<file path="src/rtl/ahbl_arb_pkg.sv">
// Shared encodings for the two-master AHB-Lite arbiter: transfer types,
// owner identities and the starvation counter width.
package ahbl_arb_pkg;

  localparam logic [1:0] HTRANS_IDLE   = 2'b00;
  localparam logic [1:0] HTRANS_NONSEQ = 2'b10;

  typedef enum logic {
    OWN0 = 1'b0,
    OWN1 = 1'b1
  } owner_e;

  localparam int STARVE_W = 4;
  localparam logic [STARVE_W-1:0] STARVE_MAX = '1;

endpackage

</file>
<file path="src/rtl/ahbl_arb_next.sv">
// Next address-phase owner decision for the two-master arbiter.
// Purely combinational; the caller registers the result.
module ahbl_arb_next
  import ahbl_arb_pkg::*;
#(
  parameter int RR           = 0,
  parameter int STARVE_LIMIT = 15
) (
  input  logic                owner,
  input  logic                req0,
  input  logic                req1,
  input  logic                hready,
  input  logic                nonowner_stall,
  input  logic [STARVE_W-1:0] starve_cnt,
  output logic                owner_nxt
);

  logic own_req;
  logic oth_req;
  logic starve_hit;

  always_comb begin
    own_req    = (owner == OWN1) ? req1 : req0;
    oth_req    = (owner == OWN1) ? req0 : req1;
    // Fires on the limit-th consecutive stalled cycle, so the loser waits
    // exactly STARVE_LIMIT cycles before it owns the address phase.
    starve_hit = (STARVE_LIMIT != 0) && nonowner_stall &&
                 (int'(starve_cnt) + 1 >= STARVE_LIMIT);
    owner_nxt  = owner;
    if (hready && oth_req) begin
      if (!own_req || (RR == 0 && owner == OWN1) || (RR != 0 && own_req) ||
          starve_hit) begin
        owner_nxt = ~owner;
      end
    end
  end

endmodule

</file>
<file path="src/rtl/ahbl_master_arbiter.sv">
// Two-master AHB-Lite arbiter (M0 = CPU, M1 = DMAC) onto one shared bus,
// with fixed-priority or round-robin ownership and a starvation limit.
module ahbl_master_arbiter
  import ahbl_arb_pkg::*;
#(
  parameter int RR           = 0,
  parameter int STARVE_LIMIT = 15
) (
  input  logic        HCLK,
  input  logic        HRESETn,
  input  logic [31:0] M0_HADDR,
  input  logic [1:0]  M0_HTRANS,
  input  logic        M0_HWRITE,
  input  logic [2:0]  M0_HSIZE,
  input  logic [31:0] M0_HWDATA,
  output logic        M0_HREADY,
  output logic [31:0] M0_HRDATA,
  input  logic [31:0] M1_HADDR,
  input  logic [1:0]  M1_HTRANS,
  input  logic        M1_HWRITE,
  input  logic [2:0]  M1_HSIZE,
  input  logic [31:0] M1_HWDATA,
  output logic        M1_HREADY,
  output logic [31:0] M1_HRDATA,
  output logic [31:0] HADDR,
  output logic [1:0]  HTRANS,
  output logic        HWRITE,
  output logic [2:0]  HSIZE,
  output logic [31:0] HWDATA,
  input  logic        HREADY,
  input  logic [31:0] HRDATA,
  output logic        GNT
);

  owner_e              addr_owner;
  owner_e              dp_owner;
  logic                dp_valid;
  logic [STARVE_W-1:0] starve_cnt;

  logic m0_req;
  logic m1_req;
  logic oth_req;
  logic oth_hready;
  logic nonowner_stall;
  logic owner_nxt;

  assign m0_req = M0_HTRANS[1];
  assign m1_req = M1_HTRANS[1];

  // Address phase: only the owner's request reaches the shared bus.
  always_comb begin
    HADDR  = (addr_owner == OWN1) ? M1_HADDR  : M0_HADDR;
    HTRANS = (addr_owner == OWN1) ? M1_HTRANS : M0_HTRANS;
    HWRITE = (addr_owner == OWN1) ? M1_HWRITE : M0_HWRITE;
    HSIZE  = (addr_owner == OWN1) ? M1_HSIZE  : M0_HSIZE;
    GNT    = addr_owner;
  end

  // Data phase: write data follows whoever owned the accepted address.
  always_comb begin
    HWDATA    = !dp_valid ? 32'h0 : ((dp_owner == OWN1) ? M1_HWDATA : M0_HWDATA);
    M0_HRDATA = HRDATA;
    M1_HRDATA = HRDATA;
    M0_HREADY = ((dp_valid && dp_owner == OWN0) || addr_owner == OWN0) ? HREADY : ~m0_req;
    M1_HREADY = ((dp_valid && dp_owner == OWN1) || addr_owner == OWN1) ? HREADY : ~m1_req;
  end

  always_comb begin
    oth_req        = (addr_owner == OWN1) ? m0_req : m1_req;
    oth_hready     = (addr_owner == OWN1) ? M0_HREADY : M1_HREADY;
    nonowner_stall = oth_req && !oth_hready;
  end

  ahbl_arb_next #(
    .RR           (RR),
    .STARVE_LIMIT (STARVE_LIMIT)
  ) u_next (
    .owner          (addr_owner),
    .req0           (m0_req),
    .req1           (m1_req),
    .hready         (HREADY),
    .nonowner_stall (nonowner_stall),
    .starve_cnt     (starve_cnt),
    .owner_nxt      (owner_nxt)
  );

  always_ff @(posedge HCLK) begin
    if (!HRESETn) begin
      addr_owner <= OWN0;
      dp_owner   <= OWN0;
      dp_valid   <= 1'b0;
      starve_cnt <= '0;
    end else begin
      addr_owner <= owner_e'(owner_nxt);
      if (HREADY) begin
        dp_valid <= HTRANS[1];
        dp_owner <= addr_owner;
      end
      if (owner_nxt != addr_owner || !oth_req) begin
        starve_cnt <= '0;
      end else if (nonowner_stall && starve_cnt != STARVE_MAX) begin
        starve_cnt <= starve_cnt + STARVE_W'(1);
      end
    end
  end

endmodule

</file>
<file path="config.mk">
export PLATFORM = sky130hd
export DESIGN_NAME = ahbl_master_arbiter
export DESIGN_NICKNAME = d
export VERILOG_FILES = /design/src/rtl/ahbl_arb_pkg.sv /design/src/rtl/ahbl_arb_next.sv /design/src/rtl/ahbl_master_arbiter.sv
export SDC_FILE = /design/constraint.sdc
export NUM_CORES = 1
export LEC_CHECK = 0
export CAP_MARGIN = 20
export CORE_AREA = 2 2 122 124
export CTS_CLUSTER_SIZE = 14
export DETAILED_ROUTE_END_ITERATION = 12
export DIE_AREA = 0 0 124 126
export GPL_TIMING_DRIVEN = 0
export PLACE_DENSITY = 0.58
export SKIP_CTS_REPAIR_TIMING = 1
export SLEW_MARGIN = 20
export SYNTH_ARGS = -nofsm -noshare
export SYNTH_HDL_FRONTEND = slang
export SYNTH_SLANG_ARGS = --single-unit
</file>
<file path="constraint.sdc">
create_clock -name HCLK -period 3.55 [get_ports HCLK]
set_clock_uncertainty 0.15 [all_clocks]
set_input_delay 0.5325 -clock HCLK [delete_from_list [all_inputs] [get_ports HCLK]]
set_output_delay 0.5325 -clock HCLK [all_outputs]
set_load 0.005 [all_outputs]
</file>
Word level (Yosys, flattened, before mapping). Index checks and enable logic that the tools add are counted.

Add/subtract/negate cells: 2. Multiply operators: 0. Div/mod/pow operators: 0. Order comparisons: 1. Equal/unequal tests: 2. Shift-type cells: 0. Mux-type cells: 13. Bitwise operators: 5. Reductions and logical operators: 15.

Operator list (number): two-way mux 32 bit (3); >= comparator 32 x 5 -> 1 bit (second input constant) (1); two-way mux 1 bit (8); logical AND 1 bit (6); adder 4 x 1 -> 5 bit (second input constant) (1); logical OR 1 bit (5); NOT 1 bit (5); adder 4 x 1 -> 4 bit (second input constant) (1); inequality test 4 bit (second input constant) (1); logical NOT 1 bit (3); two-way mux 3 bit (1); two-way mux 2 bit (1); OR reduction 2 bit (1); inequality test 1 bit (1).

Register bits: 7. Latch bits: 0. Memory bits (writable): 0. ROM bits: 0. Input bits: 175. Output and inout port bits: 137. Word-level logic and storage cells: 42. Memories: 0.

Longest topological paths before layout.
Word-level depth: 14. Mapped depth: 7. Depth with buffers taken out: 7.

By module. From an unflattened synthesis, not the netlist that was laid out.

Cell total of the unflattened synthesis: 238. Area total of the unflattened synthesis: 2011.9 um^2.

Modules (own cells, without submodules): ahbl_master_arbiter (instances 1, cells an instance 226, area each 1921.8 um^2, seq. area each 140.1 um^2); ahbl_arb_next (instances 1, cells an instance 12, area each 90.1 um^2, seq. area each 0.0 um^2).

Least setup slack after synthesis. OpenSTA, ideal clock, no wires.

Path kind: input to register. Start: input HREADY. End: register starve_cnt[2]. Setup time: 0.129 ns. Arrival: 1.499 ns. Data required time: 3.271 ns. Path slack: 1.772 ns. Stages: 6. Buffers on the path: 1. Cells stage by stage: buf_2 -> and3_1 -> o22ai_4 -> nor2_2 -> a211oi_2 -> nor3_1.

Longest elaborated chain between the ends: 11. Elaborated cells between the ends (all ways): 14. Classes of those cells: 1 x eq/ne; 5 x mux; 8 x reduce/logical.

RTL lines: start, declared (RTL line ahbl_master_arbiter.sv:30) `input logic HREADY,`; two-way mux 1 bit (on tied branches) (RTL line ahbl_master_arbiter.sv:65, ahbl_master_arbiter.sv:64); two-way mux 1 bit (RTL line ahbl_master_arbiter.sv:70) `oth_hready = (addr_owner == OWN1) ? M0_HREADY : M1_HREADY;`; logical NOT 1 bit (RTL line ahbl_master_arbiter.sv:71) `nonowner_stall = oth_req && !oth_hready;`; logical AND 1 bit (RTL line ahbl_master_arbiter.sv:71); logical AND 1 bit (RTL line ahbl_arb_next.sv:27) `starve_hit = (STARVE_LIMIT != 0) && nonowner_stall &&`; logical OR 1 bit (RTL line ahbl_arb_next.sv:31) `if (!own_req || (RR == 0 && owner == OWN1) || (RR != 0 && own_req) ||`; two-way mux 1 bit (RTL line ahbl_arb_next.sv:31); two-way mux 1 bit (RTL line ahbl_arb_next.sv:30) `if (hready && oth_req) begin`; inequality test 1 bit (RTL line ahbl_master_arbiter.sv:99) `if (owner_nxt != addr_owner || !oth_req) begin`; logical OR 1 bit (RTL line ahbl_master_arbiter.sv:99); OR reduction 2 bit (no line); end signal, assigned (RTL line ahbl_master_arbiter.sv:102) `starve_cnt <= starve_cnt + STARVE_W'(1);`; end, declared (RTL line ahbl_master_arbiter.sv:38) `logic [STARVE_W-1:0] starve_cnt;`.

Several ways; a longest one is shown, not always the timed one. A chain may end at the register's enable or synchronous reset.

Worst setup path after layout.
Start: register addr_owner (netlist: GNT). End: output M0_HREADY.

Longest elaborated chain between the ends: 3.

RTL lines: start, declared (RTL line ahbl_master_arbiter.sv:35) `owner_e addr_owner;`; start signal, assigned (RTL line ahbl_master_arbiter.sv:94) `addr_owner <= owner_e'(owner_nxt);`; NOT 1 bit (RTL line ahbl_master_arbiter.sv:64) `M0_HREADY = ((dp_valid && dp_owner == OWN0) || addr_owner == OWN0) ? HREADY : ~m0_req;`; logical OR 1 bit (RTL line ahbl_master_arbiter.sv:64); two-way mux 1 bit (RTL line ahbl_master_arbiter.sv:64); end, declared (RTL line ahbl_master_arbiter.sv:16) `output logic M0_HREADY,`.

No other way between the ends.

==> results.yml <==
clock_tree:
  cts_buffer_depth: 2
  clock_latency_ns: 0.23
  cts_sinks: 7
  htreeDepth: 1
  cts-buffers-inserted: 3
  cts.clk_slew.worst_paths_ns: 0.04
  cts-root-buf: "clkbuf_16"
  cts_tree: "built"
critical_path:
  cp_max_fo: 10
  critPathBufInv: 3
  cp.required_ns: 2.87
  max_stage_delay_ns: 0.56
  crit_chain: "buf_2, buf_2, o21ai_0, o21ai_0, clkdlybuf4s50_1"
  critical_path_class: "flip-flop to output port"
  start_kind: "flip-flop"
  crit_arrival_ns: 2.03
  ff2ff_setup_slack_ns: 1.74
  crit_path_top_delay_cell: "clkdlybuf4s50_1"
  crit_path_end_kind: "output port"
  path_delay_family: "buffers and inverters"
timing:
  slew_violations: 0
  setup_tns_ns: 0
  max_slew_margin_pct: 71.4
  worst_pin_slew_ns: 0.428
  period_share_pct: 76.4
  fmax_ghz: 0.369
  setup_viol: 0
  rsz0062_at_grt: "no"
  hold_viol: 0
  finalHoldWorstSlack_ns: 0.380
  fin_crit_ns: 2.71
route:
  ant_nets: 0
  vias_per_cell: 3.80
  vias: 2673
  drt_iter0_markers: 52
  wirelength_um: 10300
  firstDrtPassIters: 4
  wl_per_cell_um: 14.6
  drc_errors: 0
min_path:
  min_path_type: "flip-flop to flip-flop"
synth:
  synth_edf_count: 0
  syn-cell-area_um2: 1880
  synth_top_area_cell: "buf_4"
  synth_cell_types: 32
  synth-seq-cells: 7
  synth_top_area_share_pct: 26.3
  synth_flop_cell: "dfxtp_1"
  async_flop_share_pct: 0
  synthTopCellsByArea: "buf_4, mux2_2, mux2i_1"
  syn-mean-instance-area_um2: 7.93
  synth_warnings: 0
  syn_nets: 414
  synthTopCellsByCount: "buf_4, mux2_2, nor2_1, mux2i_1, buf_2"
  synth.most_common_cell: "buf_4"
  yosysSeqAreaShare_pct: 7.45
  synthCells: 237
power_and_ir_drop:
  p_leak_uw: 0.00192
  switching_power_uw: 192
  power_density_nw_per_um2: 162
  seq_power_share_pct: 10.7
  clkPwrFrac_pct: 24.7
  power.internal_uw: 612
  finalPower_uw: 804
  comb_power_share_pct: 64.6
  irDropWorstVdd_uv: 107
  sw_frac_of_total_pct: 23.8
cells_and_area:
  fillers: 1499
  drive_gt1_share_pct: 22.7
  synthToLayoutAreaGrowth_pct: 165
  final_cells: 704
  nets: 697
  stdcell_area_um2: 4970
placement:
  gp_congestion: 0.738
  dp_hpwl_um: 9220
  io_buffers: 278
  place_area_um2: 4890
  placed_cells: 699
die:
  start_util_pct: 13.1
  core-area_um2: 14300
  die_w_um: 124
  ioPinCount: 312
  num_rows: 44
  fp.dieH_um: 126
  dieArea_um2: 15600
global_routing:
  grt_usage_pct: 12.3
  grt_pass1_vias: 2872
  grt_pass1_wl_um: 15000
  grt-ovfl-total: 0
  antenna_found_initial: 2
  grt_max_degree: 11
job:
  cap_violations: 0
run_status:
  status: "completed"
[flip-flops by register name, summed over array words and instances (netlist names)]
signal      count
GNT             1
starve_cnt      4
dp_valid        1
dp_owner        1
[area by class of cell]
type	count	area (um2)	area share, %
inverter	3	11.3	0.226
antenna	1	2.50	0.0503
tap	184	230	4.63
multi-input combinational	149	1180	23.7
buffer	78	552	11.1
clock buffer	4	78.8	1.58
timing repair buffer	278	2780	55.9
sequential	7	140	2.82
[layer usage]
metal / routed length, um / up-vias / track usage [%]
met3: 1240 / 6 / 4.76
met5: 13 / - / 0
li1: - / 1310 / -
met1: 3700 / 1186 / 12.6
met2: 5300 / 169 / 23.9
met4: 46 / 2 / 1.06
[placed cells by master, fill, tap and decap left out]
cell               n
nand4b_1           1
o22ai_4            1
o21a_1             1
a31oi_1            1
nand3_1            1
o21ai_0            3
inv_1              3
nor2_2             1
nor3b_1            1
and4b_1            1
a211oi_1           1
a21oi_1            8
mux2i_1           33
buf_4             66
buf_1              1
and3b_1            1
buf_2              9
a211oi_2           1
diode_2            1
nand2b_1           2
clkdlybuf4s50_1  278
nor2_1            36
xnor2_1            1
dfxtp_1            7
a311oi_1           3
nor2b_1            1
o211a_1            1
a21boi_1           1
clkbuf_1           3
ha_1               2
and3_1             2
clkbuf_16          3
nor3_1             1
mux2_2            37
nand2_1            7
[through the flow]
step                util, %  worst slack (ns)
floorplan                 -              1.77
global route           34.7             0.600
CTS                    34.7             0.777
global placement       34.2             0.966
detailed placement     34.2             0.971
finish                 34.8             0.837
[worst min-delay path, cell delays in order (launching register included)]
cell and delay, ns:
dfxtp_1 0.33, nor2_1 0.09, a311oi_1 0.05
[final timing paths]
kind | cells past startpoint | startpoint | to
max reg2reg | 6 | starve_cnt[0] | starve_cnt[3]
min reg2reg | 2 | dp_valid | dp_valid
max | 5 | GNT | M0_HREADY
min | 2 | dp_valid | dp_valid
[power groups by stage]
stage                     sequential (uW)  combinational (uW)  clock (uW)
after floorplan                      86.3                 166           0
after global placement               87.0                 520           0
after detailed placement             87.4                 523           0
after CTS                            86.2                 526         201
after global routing                 87.0                 557         205
final                                86.1                 520         198
[cells by family after synthesis]
kind of cell               Yosys count  synth area share [%]
buffers and inverters               81                  29.9
DFF                                  7                  7.45
AOI/OAI and AO/OA                   21                  8.12
xor gates and xnor gates             1                 0.466
and+or+nand+nor                     55                  13.0
adders and majority gates            2                  1.33
muxes                               70                  39.7
No activity file was read; power rests on OpenSTA's default activity.
